===== src/rtl/hub75_capture_if.sv =====
// HUB75 panel bus bundle: the controller drives it as master, the capture
// block observes it as slave.
interface hub75_capture_if #(
    parameter int ROW_BITS = 4
);
    logic                m_clk;
    logic                m_oe;
    logic                m_latch;
    logic [ROW_BITS-1:0] m_row_sel;
    logic [2:0]          m_color1;
    logic [2:0]          m_color2;

    modport master (output m_clk, m_oe, m_latch, m_row_sel, m_color1, m_color2);
    modport slave  (input  m_clk, m_oe, m_latch, m_row_sel, m_color1, m_color2);
endinterface


===== src/rtl/hub75_capture.sv =====
// HUB75 panel-side receiver: rebuilds each latched line and drains it into a
// {row, col} capture RAM. Optional OE low-time meter under HUB75_OE_MEASURE_EN.
//
// state   | meaning
// S_IDLE  | waiting for a latch edge to commit the shifted line
// S_DRAIN | writing hold_buf to the capture RAM, one column per cycle
module hub75_capture #(
    parameter int MATRIX_COLS = 64,
    parameter int ROW_BITS    = 4,
    parameter int COL_BITS    = 6,
    parameter int SYNC_STAGES = 2
) (
    input  logic                         i_clk,
    input  logic                         rst_n,
    hub75_capture_if.slave               hub,
    input  logic                         i_clr_err,
    output logic                         o_wr_en,
    output logic [ROW_BITS+COL_BITS-1:0] o_wr_addr,
    output logic [5:0]                   o_wr_data,
    output logic                         o_line_done,
    output logic                         o_busy,
    output logic                         o_len_err,
    output logic                         o_overrun,
`ifdef HUB75_OE_MEASURE_EN
    output logic [15:0]                  o_oe_width,
    output logic                         o_oe_valid,
`endif
    output logic [15:0]                  o_line_cnt
);

    localparam int                  SW      = ROW_BITS + 9;
    localparam logic [COL_BITS:0]   COLS_W  = (COL_BITS+1)'(MATRIX_COLS);
    localparam logic [COL_BITS-1:0] COL_MAX = COL_BITS'(MATRIX_COLS - 1);

    typedef enum logic {S_IDLE, S_DRAIN} state_t;

    state_t state_q, state_d;
    logic [COL_BITS-1:0] drain_col_q, drain_col_d;

    logic [SW-1:0] sync_q [SYNC_STAGES];
    logic [SW-1:0] sync_d [SYNC_STAGES];
    logic [2:0]    edge_prev_q, edge_prev_d;
    logic [SW-1:0] s_last;

    logic [5:0]          s_pix;
    logic [ROW_BITS-1:0] s_row;
    logic                s_mclk, s_latch, s_oe;
    logic                clk_rise, latch_rise, oe_rise, commit, len_bad;

    logic [COL_BITS:0]   col_cnt_q, col_cnt_d;
    logic                ovl_q, ovl_d;
    logic [5:0]          shift_buf_q [MATRIX_COLS];
    logic [5:0]          shift_buf_d [MATRIX_COLS];
    logic [5:0]          hold_buf_q  [MATRIX_COLS];
    logic [5:0]          hold_buf_d  [MATRIX_COLS];
    logic [ROW_BITS-1:0] row_q, row_d;
    logic [15:0]         line_cnt_q, line_cnt_d;
    logic                len_err_q, len_err_d;
    logic                overrun_q, overrun_d;

    logic                         wr_en_q, wr_en_d;
    logic [ROW_BITS+COL_BITS-1:0] wr_addr_q, wr_addr_d;
    logic [5:0]                   wr_data_q, wr_data_d;
    logic                         line_done_q, line_done_d;
    logic                         busy_q, busy_d;

    // Sync bundle layout: {oe, latch, clk, row, color2, color1}
    always_comb begin
        sync_d[0] = {hub.m_oe, hub.m_latch, hub.m_clk, hub.m_row_sel, hub.m_color2, hub.m_color1};
        for (int i = 1; i < SYNC_STAGES; i++) sync_d[i] = sync_q[i-1];
        s_last      = sync_q[SYNC_STAGES-1];
        edge_prev_d = s_last[SW-1 -: 3];
    end

    assign s_pix      = s_last[5:0];
    assign s_row      = s_last[6 +: ROW_BITS];
    assign s_mclk     = s_last[ROW_BITS+6];
    assign s_latch    = s_last[ROW_BITS+7];
    assign s_oe       = s_last[ROW_BITS+8];
    assign clk_rise   = s_mclk  & ~edge_prev_q[0];
    assign latch_rise = s_latch & ~edge_prev_q[1];
    assign oe_rise    = s_oe    & ~edge_prev_q[2];
    assign commit     = latch_rise & (state_q == S_IDLE);
    assign len_bad    = (col_cnt_q != COLS_W) | ovl_q;

    // Latch clears the column first so a coincident shift edge lands in column 0.
    always_comb begin
        col_cnt_d   = col_cnt_q;
        ovl_d       = ovl_q;
        shift_buf_d = shift_buf_q;
        if (latch_rise) begin
            col_cnt_d = '0;
            ovl_d     = 1'b0;
        end
        if (clk_rise) begin
            if (col_cnt_d < COLS_W) begin
                shift_buf_d[col_cnt_d[COL_BITS-1:0]] = s_pix;
                col_cnt_d = col_cnt_d + 1'b1;
            end else begin
                ovl_d = 1'b1;
            end
        end
        hold_buf_d = commit ? shift_buf_q : hold_buf_q;
        row_d      = commit ? s_row : row_q;
        line_cnt_d = commit ? line_cnt_q + 1'b1 : line_cnt_q;
        len_err_d  = (latch_rise & len_bad) ? 1'b1 : (i_clr_err ? 1'b0 : len_err_q);
        overrun_d  = (latch_rise & (state_q == S_DRAIN)) ? 1'b1 : (i_clr_err ? 1'b0 : overrun_q);
    end

    always_ff @(posedge i_clk or negedge rst_n) begin
        if (!rst_n) begin
            for (int i = 0; i < SYNC_STAGES; i++) sync_q[i] <= '0;
            edge_prev_q <= '0;
            col_cnt_q   <= '0;
            ovl_q       <= 1'b0;
            row_q       <= '0;
            line_cnt_q  <= '0;
            len_err_q   <= 1'b0;
            overrun_q   <= 1'b0;
        end else begin
            for (int i = 0; i < SYNC_STAGES; i++) sync_q[i] <= sync_d[i];
            edge_prev_q <= edge_prev_d;
            col_cnt_q   <= col_cnt_d;
            ovl_q       <= ovl_d;
            row_q       <= row_d;
            line_cnt_q  <= line_cnt_d;
            len_err_q   <= len_err_d;
            overrun_q   <= overrun_d;
        end
    end

    always_ff @(posedge i_clk) begin
        shift_buf_q <= shift_buf_d;
        hold_buf_q  <= hold_buf_d;
    end

    always_ff @(posedge i_clk or negedge rst_n) begin
        if (!rst_n) begin
            state_q     <= S_IDLE;
            drain_col_q <= '0;
        end else begin
            state_q     <= state_d;
            drain_col_q <= drain_col_d;
        end
    end

    always_comb begin
        state_d     = state_q;
        drain_col_d = '0;
        case (state_q)
            S_IDLE:  if (latch_rise) state_d = S_DRAIN;
            S_DRAIN: begin
                drain_col_d = drain_col_q + 1'b1;
                if (drain_col_q == COL_MAX) state_d = S_IDLE;
            end
            default: state_d = S_IDLE;
        endcase
    end

    always_comb begin
        wr_en_d     = 1'b0;
        busy_d      = 1'b0;
        wr_addr_d   = wr_addr_q;
        wr_data_d   = wr_data_q;
        line_done_d = wr_en_q && (wr_addr_q[COL_BITS-1:0] == COL_MAX);
        if (state_q == S_DRAIN) begin
            wr_en_d   = 1'b1;
            busy_d    = 1'b1;
            wr_addr_d = {row_q, drain_col_q};
            wr_data_d = hold_buf_q[drain_col_q];
        end
    end

    always_ff @(posedge i_clk or negedge rst_n) begin
        if (!rst_n) begin
            wr_en_q     <= 1'b0;
            wr_addr_q   <= '0;
            wr_data_q   <= '0;
            line_done_q <= 1'b0;
            busy_q      <= 1'b0;
        end else begin
            wr_en_q     <= wr_en_d;
            wr_addr_q   <= wr_addr_d;
            wr_data_q   <= wr_data_d;
            line_done_q <= line_done_d;
            busy_q      <= busy_d;
        end
    end

    assign o_wr_en     = wr_en_q;
    assign o_wr_addr   = wr_addr_q;
    assign o_wr_data   = wr_data_q;
    assign o_line_done = line_done_q;
    assign o_busy      = busy_q;
    assign o_len_err   = len_err_q;
    assign o_overrun   = overrun_q;
    assign o_line_cnt  = line_cnt_q;

`ifdef HUB75_OE_MEASURE_EN
    logic [15:0] oe_cnt_q, oe_cnt_d;
    logic [15:0] oe_width_q, oe_width_d;
    logic        oe_valid_q, oe_valid_d;
    logic        oe_arm_q, oe_arm_d;

    // Armed by a commit; reports once, on the next latch edge or the first OE release.
    always_comb begin
        oe_cnt_d   = oe_cnt_q;
        oe_width_d = oe_width_q;
        oe_valid_d = 1'b0;
        oe_arm_d   = oe_arm_q;
        if (oe_arm_q && (latch_rise || (oe_rise && oe_cnt_q != 16'd0))) begin
            oe_width_d = oe_cnt_q;
            oe_valid_d = 1'b1;
            oe_arm_d   = 1'b0;
        end
        if (commit) begin
            oe_cnt_d = '0;
            oe_arm_d = 1'b1;
        end else if (!s_oe && oe_cnt_q != 16'hFFFF) begin
            oe_cnt_d = oe_cnt_q + 1'b1;
        end
    end

    always_ff @(posedge i_clk or negedge rst_n) begin
        if (!rst_n) begin
            oe_cnt_q   <= '0;
            oe_width_q <= '0;
            oe_valid_q <= 1'b0;
            oe_arm_q   <= 1'b0;
        end else begin
            oe_cnt_q   <= oe_cnt_d;
            oe_width_q <= oe_width_d;
            oe_valid_q <= oe_valid_d;
            oe_arm_q   <= oe_arm_d;
        end
    end

    assign o_oe_width = oe_width_q;
    assign o_oe_valid = oe_valid_q;
`else
    logic oe_unused;
    assign oe_unused = s_oe ^ oe_rise;
`endif

endmodule


===== src/flat_wrapper.sv =====
// flat-port wrapper written by rule: the top's interface ports become plain ports
module hub75_capture_flat 
#(
    parameter int MATRIX_COLS = 64,
    parameter int ROW_BITS    = 4,
    parameter int COL_BITS    = 6,
    parameter int SYNC_STAGES = 2
)
  (i_clk, rst_n, i_clr_err, o_wr_en, o_wr_addr, o_wr_data, o_line_done, o_busy, o_len_err, o_overrun, o_line_cnt, hub_m_clk, hub_m_oe, hub_m_latch, hub_m_row_sel, hub_m_color1, hub_m_color2);
  hub75_capture_if #(.ROW_BITS(ROW_BITS)) hub_i ();
  input  logic i_clk;
  input  logic rst_n;
  input  logic i_clr_err;
  output logic o_wr_en;
  output logic [ROW_BITS+COL_BITS-1:0] o_wr_addr;
  output logic [5:0] o_wr_data;
  output logic o_line_done;
  output logic o_busy;
  output logic o_len_err;
  output logic o_overrun;
  output logic [15:0] o_line_cnt;
  input wire logic [$bits(hub_i.m_clk)-1:0] hub_m_clk;
  input wire logic [$bits(hub_i.m_oe)-1:0] hub_m_oe;
  input wire logic [$bits(hub_i.m_latch)-1:0] hub_m_latch;
  input wire logic [$bits(hub_i.m_row_sel)-1:0] hub_m_row_sel;
  input wire logic [$bits(hub_i.m_color1)-1:0] hub_m_color1;
  input wire logic [$bits(hub_i.m_color2)-1:0] hub_m_color2;
  assign hub_i.m_clk = hub_m_clk;
  assign hub_i.m_oe = hub_m_oe;
  assign hub_i.m_latch = hub_m_latch;
  assign hub_i.m_row_sel = hub_m_row_sel;
  assign hub_i.m_color1 = hub_m_color1;
  assign hub_i.m_color2 = hub_m_color2;
  hub75_capture #(.MATRIX_COLS(MATRIX_COLS), .ROW_BITS(ROW_BITS), .COL_BITS(COL_BITS), .SYNC_STAGES(SYNC_STAGES)) u_core (.i_clk(i_clk), .rst_n(rst_n), .hub(hub_i), .i_clr_err(i_clr_err), .o_wr_en(o_wr_en), .o_wr_addr(o_wr_addr), .o_wr_data(o_wr_data), .o_line_done(o_line_done), .o_busy(o_busy), .o_len_err(o_len_err), .o_overrun(o_overrun), .o_line_cnt(o_line_cnt));
endmodule

===== config.mk =====
export PLATFORM = sky130hd
export DESIGN_NAME = hub75_capture_flat
export DESIGN_NICKNAME = d
export VERILOG_FILES = /design/src/rtl/hub75_capture_if.sv /design/src/rtl/hub75_capture.sv /design/src/flat_wrapper.sv
export SDC_FILE = /design/constraint.sdc
export NUM_CORES = 1
export LEC_CHECK = 0
export BUFFER_PORTS_ARGS = -buffer_cell sky130_fd_sc_hd__buf_2
export CORE_MARGIN = 5
export CORE_UTILIZATION = 35
export DETAILED_ROUTE_END_ITERATION = 12
export MAX_ROUTING_LAYER = met4
export PLACE_DENSITY = 0.49
export SYNTH_ARGS = -nofsm -noshare
export SYNTH_HDL_FRONTEND = slang
export SYNTH_SLANG_ARGS = --single-unit

===== constraint.sdc =====
create_clock -name i_clk -period 6.3 [get_ports i_clk]
set_clock_uncertainty 0.2 [all_clocks]
set_input_delay 0.63 -clock i_clk [delete_from_list [all_inputs] [get_ports i_clk]]
set_output_delay 0.63 -clock i_clk [all_outputs]
set_load 0.05 [all_outputs]

==> flow_summary.ini, run 1 <==
[run_status]
outcome = completed

[floorplanning]
initial_core_util_pct = 35.39
rows = 106
io_pins = 53
die_y_um = 301.4
die_w_um = 301.4
dieArea_um2 = 90810
core_um2 = 83950

[global_routing]
grt_pass1_vias = 13400
grt_max_degree = 185
gr-total-overflow = 0
grt_pass1_wl_mm = 86.80
antenna_found_initial = 0
grt_use_total_pct = 13.30

[sta]
slew_viol_final = 0
period_needed_ns = 4.048
setup_viol = 0
rsz0062_at_grt = false
tightest_slew_ns = 1.110
relSlewSlack_pct = 25.78
timing.final.crit_share_pct = 64.25
final.setup.tns_ns = 0
max_freq_ghz = 0.2471
hold_viol = 0

[cts]
cts_tree = yes
post_cts_buffers = 0
htree_levels = 3
path_clk_slew_ns = 0.06
clock_path_buffers = 3
clockRootBuffer = clkbuf_16
numClockSinks = 849
numCtsBuffers = 88
clk_latency_ns = 0.63

[routing]
drt_iter0_drc = 1009
met3WireLength_mm = 2.616
viasPerCell = 4.690
top_layer_used = met4
route.met2.wl_mm = 27.86
wire_per_inst_um = 21.45
drc = 0
vias = 12750
antenna_left = 0
wl_met1_mm = 26.50
wirelength_mm = 58.33
first_pass_iters = 5

[pwr]
p_comb_share_pct = 16.9
p_sw_mw = 3.757
power.share.switching_pct = 26.61
pwr-share-seq_pct = 46.2
peakVddDrop_uv = 261.7
cellPowerDensity_nw_per_um2 = 411.5
p_leak_nw = 11.17
clock_power_share_pct = 36.9
p_int_mw = 10.36

[finish]
fin_area_um2 = 34310
final_common_cell = edfxtp_1
nFillCells = 7391
post-route-util_pct = 40.87
mostFrequentLayoutCells = edfxtp_1, clkbuf_16, nor2_1
fin_nets = 1530
syn2layout_area_growth_pct = 15.48
drive_gt1_share_pct = 19.68
fin_cells = 2719
n_antenna_cell = 0

[synth]
synth_edf_count = 768
synthArstFlopShare_pct = 9.541
synth.net_count = 1418
syn_inst = 1399
ys_ff_latch = 849
ys_dominant_reg_cell = edfxtp_1
ys_seq_area_share_pct = 84.45
avgSynthCellArea_um2 = 21.24
synth_area_um2 = 29710
synth_cell_type_count = 43
yosys_warnings = 0

[worst_setup_path]
required_ns = 6.36
end_kind = flop
crit_path_start_kind = flop
slowest_stage = nand4_1
worstPathArrival_ns = 4.10
crit_path_max_fanout = 12
ff2ff_setup_slack_ns = 2.25
critical_path.cell_chain = nand2b_1 -> a21boi_1 -> nand4_1 -> nor2_1
crit_path_max_incr_delay_ns = 1.04
critPathKind = reg -> reg

[placement]
placed_cells = 2542
io_buffers = 51
place_hpwl_mm = 33.09
placed_area_um2 = 31240
place.gp.congestion = 0.7810

[worst_hold_path]
min_path_type = in -> reg

[run]
drv_cap = 0
## routing by layer
metal / global-route usage (%) / up-vias
met5: - / -
met2: 20.94 / 296
met3: 2.606 / 110
li1: - / 5783
met1: 17.90 / 6562
met4: 3.633 / 0
## repair_timing
action	CTS	global route
hold buffers	13	0
endpoints found under the hold margin	24	0
gates resized for setup	0	0
## cells by family after synthesis
kind of cell               Yosys count  share of synthesized area [%]
adders and majority gates            3                         0.1264
buffers and inverters               65                          1.196
muxes                              158                          8.099
DFF                                849                          84.45
and+or+nand+nor                    200                          3.205
AOI/OAI and AO/OA                  101                          2.249
xor gates and xnor gates            23                         0.6781
## cells in the mapped netlist, types with 7 or more instances
| master | count | area [µm²] |
|---|---|---|
| buf_2 | 11 | 55.05 |
| nand2b_1 | 16 | 100.1 |
| o22ai_1 | 37 | 231.5 |
| mux4_2 | 60 | 1351 |
| mux2i_1 | 48 | 480.5 |
| nand2_1 | 34 | 127.6 |
| mux2_1 | 7 | 78.83 |
| a211oi_1 | 30 | 225.2 |
| clkbuf_1 | 27 | 101.4 |
| xnor2_1 | 15 | 131.4 |
| nand3_1 | 24 | 120.1 |
| o21ai_0 | 9 | 45.04 |
| buf_6 | 10 | 112.6 |
| nand4_1 | 9 | 56.30 |
| a21oi_1 | 7 | 35.03 |
| xor2_1 | 8 | 70.07 |
| edfxtp_1 | 768 | 23060 |
| nor2_1 | 81 | 304.0 |
| nor2b_1 | 12 | 75.07 |
| dfrtp_1 | 81 | 2027 |
| mux2_2 | 40 | 450.4 |
## metrics by stage
stage	hold slack, ns	setup WS [ns]	total power [mW]
finish	0.1309	2.252	14.12
global route	0.08882	1.946	14.69
CTS	0.06911	2.182	14.33
detailed placement	0.1346	2.204	9.075
global placement	0.1326	2.345	9.055
floorplan	0.1312	2.014	8.311
## sequential cells by signal, summed over array words and instances, names as in the netlist, 6 cells and up
register	count
u_core.col_cnt_q	7
u_core.drain_col_q	6
u_core.hold_buf_q	384
u_core.o_line_cnt	16
u_core.o_wr_addr	10
u_core.o_wr_data	6
u_core.s_last	12
u_core.shift_buf_q	384
u_core.sync_d	12
## layout make-up
cell class | instances | area (µm²) | area share [%]
Inverter | 6 | 22.52 | 0.06564
Multi-Input combinational cell | 485 | 4274 | 12.46
Sequential cell | 849 | 25100 | 73.16
Tap cell | 1134 | 1419 | 4.136
Clock buffer | 120 | 2489 | 7.254
Timing Repair Buffer | 81 | 553.0 | 1.612
Clock inverter | 44 | 450.4 | 1.313
## worst paths after layout
path	startpoint	end	depth (start not counted)
max	u_core.edge_prev_q[1]	u_core.shift_buf_q[300]	4
min in group asynchronous	rst_n	u_core.o_wr_addr[9]	2
max reg2reg	u_core.edge_prev_q[1]	u_core.shift_buf_q[300]	4
min reg2reg	u_core.sync_d[3]	u_core.s_last[3]	0
min	i_clr_err	u_core.o_len_err	2
max in group asynchronous	rst_n	u_core.drain_col_q[0]	3
## power groups by stage
| stage | Combinational, mW | Sequential, mW | Clock, mW |
|---|---|---|---|
| floorplan | 1.59 | 6.72 | 0 |
| global placement | 2.42 | 6.63 | 0 |
| detailed placement | 2.43 | 6.64 | 0 |
| CTS | 2.44 | 6.53 | 5.36 |
| global route | 2.55 | 6.55 | 5.60 |
| finish | 2.39 | 6.52 | 5.21 |
## critical path: cells and delay by family, from the launching register on
family	cells	cell delay (ns)
AO/OA/AOI/OAI	1	0.78
flip-flops	1	0.39
AND/OR/NAND/NOR	3	2.30
(Power assumes the default switching activity.)
==> run 2, diff against run 1 <==
--- a/config.mk
+++ b/config.mk
@@ -10,7 +10,7 @@
 export CORE_UTILIZATION = 35
 export DETAILED_ROUTE_END_ITERATION = 12
 export MAX_ROUTING_LAYER = met4
-export PLACE_DENSITY = 0.49
+export PLACE_DENSITY = 0.47
 export SYNTH_ARGS = -nofsm -noshare
 export SYNTH_HDL_FRONTEND = slang
 export SYNTH_SLANG_ARGS = --single-unit
==> constraint.sdc (replaced) <==
create_clock -name i_clk -period 4.2 [get_ports i_clk]
set_clock_uncertainty 0.2 [all_clocks]
set_input_delay 0.42 -clock i_clk [delete_from_list [all_inputs] [get_ports i_clk]]
set_output_delay 0.42 -clock i_clk [all_outputs]
set_load 0.05 [all_outputs]
==> run 2 against run 1 <==
Effect of this change: non-clock buffer count is 31 higher; sequential power is 51% higher; worst hold slack better by 0.0011 ns; sequential cell count stayed put; first-iteration DRC count is 7.5% higher; die area stayed put; worst setup slack worse by 1.5 ns; routed wire length is 6.4% higher; largest power group unchanged.
==> flow_summary.ini, run 2 (synthesis results as in run 1) <==
[sta]
rsz0062_at_grt = false
period_needed_ns = 3.439
max_freq_ghz = 0.2908
relSlewSlack_pct = 26.76
slew_viol_final = 0
final.setup.tns_ns = 0
setup_viol = 0
hold_viol = 0
tightest_slew_ns = 1.099
timing.final.crit_share_pct = 81.88

[finish]
mostFrequentLayoutCells = edfxtp_1, clkbuf_16, nor2_1
final_common_cell = edfxtp_1
drive_gt1_share_pct = 22.30
nFillCells = 7388
fin_nets = 1562
syn2layout_area_growth_pct = 17.09
fin_cells = 2755

[worst_hold_path]
min_path_type = in -> async

[floorplanning]
die_y_um = 301.4
initial_core_util_pct = 35.39
rows = 106
dieArea_um2 = 90810
die_w_um = 301.4
core_um2 = 83950
io_pins = 53

[placement]
place.gp.congestion = 0.7376
io_buffers = 51
place_hpwl_mm = 36.90
placed_cells = 2572

[routing]
wire_per_inst_um = 22.52
wirelength_mm = 62.05
drt_iter0_drc = 1085
first_pass_iters = 5
vias = 13070
drc = 0
viasPerCell = 4.743
antenna_left = 0

[worst_setup_path]
worstPathArrival_ns = 3.50
critPathKind = reg -> reg
required_ns = 4.26
crit_path_max_fanout = 11
crit_path_start_kind = flop
end_kind = flop

[cts]
clk_latency_ns = 0.64
numClockSinks = 849
numCtsBuffers = 89
htree_levels = 3
clockRootBuffer = clkbuf_16
cts_tree = yes
post_cts_buffers = 0
path_clk_slew_ns = 0.06
clock_path_buffers = 3

[global_routing]
grt_pass1_vias = 13560
antenna_found_initial = 1
grt_pass1_wl_mm = 91.23
grt_use_total_pct = 14.17
grt_max_degree = 169
gr-total-overflow = 0

[run_status]
outcome = completed

[pwr]
peakVddDrop_uv = 359.5
p_leak_nw = 11.42
cellPowerDensity_nw_per_um2 = 625.1

[run]
drv_cap = 0
## run 2: changes by cell type in the layout (fill, tap and decap cells not counted), sizes merged
cell,change
buf,+30
bufinv,+4
clkbuf,-5
clkinv,-4
clkinvlp,+7
diode,+2
dlygate4sd3,+1
inv,+1
## run 2: routing by layer
metal	wire, µm	track usage [%]	part of all wire (%)	vias to the layer above
met5	0	-	0	-
met4	1372	3.776	2.2	0
met3	3097	2.808	5.0	84
met2	29530	22.29	48	320
met1	28050	19.12	45	6798
li1	-	-	-	5865
## run 2: path summary, 6_finish.rpt
kind | start | to | slack [ns] | cells after the start
max | u_core.edge_prev_q[1] | u_core.shift_buf_q[209] | 0.76 | 6
max in group asynchronous | rst_n | u_core.s_last[3] | 2.67 | 3
min | rst_n | u_core.s_last[9] | 0.13 | 2
min reg2reg | u_core.sync_d[1] | u_core.s_last[1] | 0.14 | 0
max reg2reg | u_core.edge_prev_q[1] | u_core.shift_buf_q[209] | 0.76 | 6
min in group i_clk | u_core.sync_d[1] | u_core.s_last[1] | 0.14 | 0
## run 2: power breakdown
part / total [mW] / switching, mW / internal (mW)
logic: 3.66 / 2.24 / 1.42
registers: 9.83 / 0.369 / 9.46
clock network: 8.25 / 3.24 / 5.02
## run 2: layout make-up
| cell class | instances | area, µm² | area share, % |
|---|---|---|---|
| flip-flops and latches | 849 | 25100 | 72.16 |
| multi-input cells | 485 | 4274 | 12.29 |
| clock buffers | 115 | 2492 | 7.164 |
| well taps | 1134 | 1419 | 4.079 |
| repair buffers | 112 | 825.8 | 2.374 |
| clock inverters | 52 | 648.1 | 1.863 |
| inverters | 6 | 22.52 | 0.06474 |
| diodes | 2 | 5.005 | 0.01439 |
## run 2: worst max-delay path, cell delays in order (launching register included)
cell,delay (ns)
dfrtp_1,0.40
nand2b_1,0.35
a21boi_1,0.43
buf_4,0.23
nand4_1,0.52
buf_4,0.40
nor2_1,0.53
## run 2: stage by stage
step / utilization (%) / hold slack (ns) / power (mW) / setup slack, ns / instance area [µm²]
6_report: 41.44 / 0.1319 / 21.75 / 0.7608 / 34790
5_1_grt: 41.43 / 0.1529 / 22.63 / 0.5210 / 34790
4_1_cts: 41.43 / 0.1116 / 22.09 / 0.6964 / 34780
3_5_place_dp: 37.52 / 0.1346 / 13.74 / 0.7349 / 31500
3_3_place_gp: 37.52 / 0.1329 / 13.71 / 0.7610 / 31500
2_1_floorplan: - / -0.07559 / 12.46 / 0.6252 / 29720
## run 2: what timing repair did
| action | 4_1_cts | 5_1_grt |
|---|---|---|
| gates resized for setup | 0 | 0 |
| hold endpoints to repair | 54 | 0 |
| hold buffers | 14 | 0 |
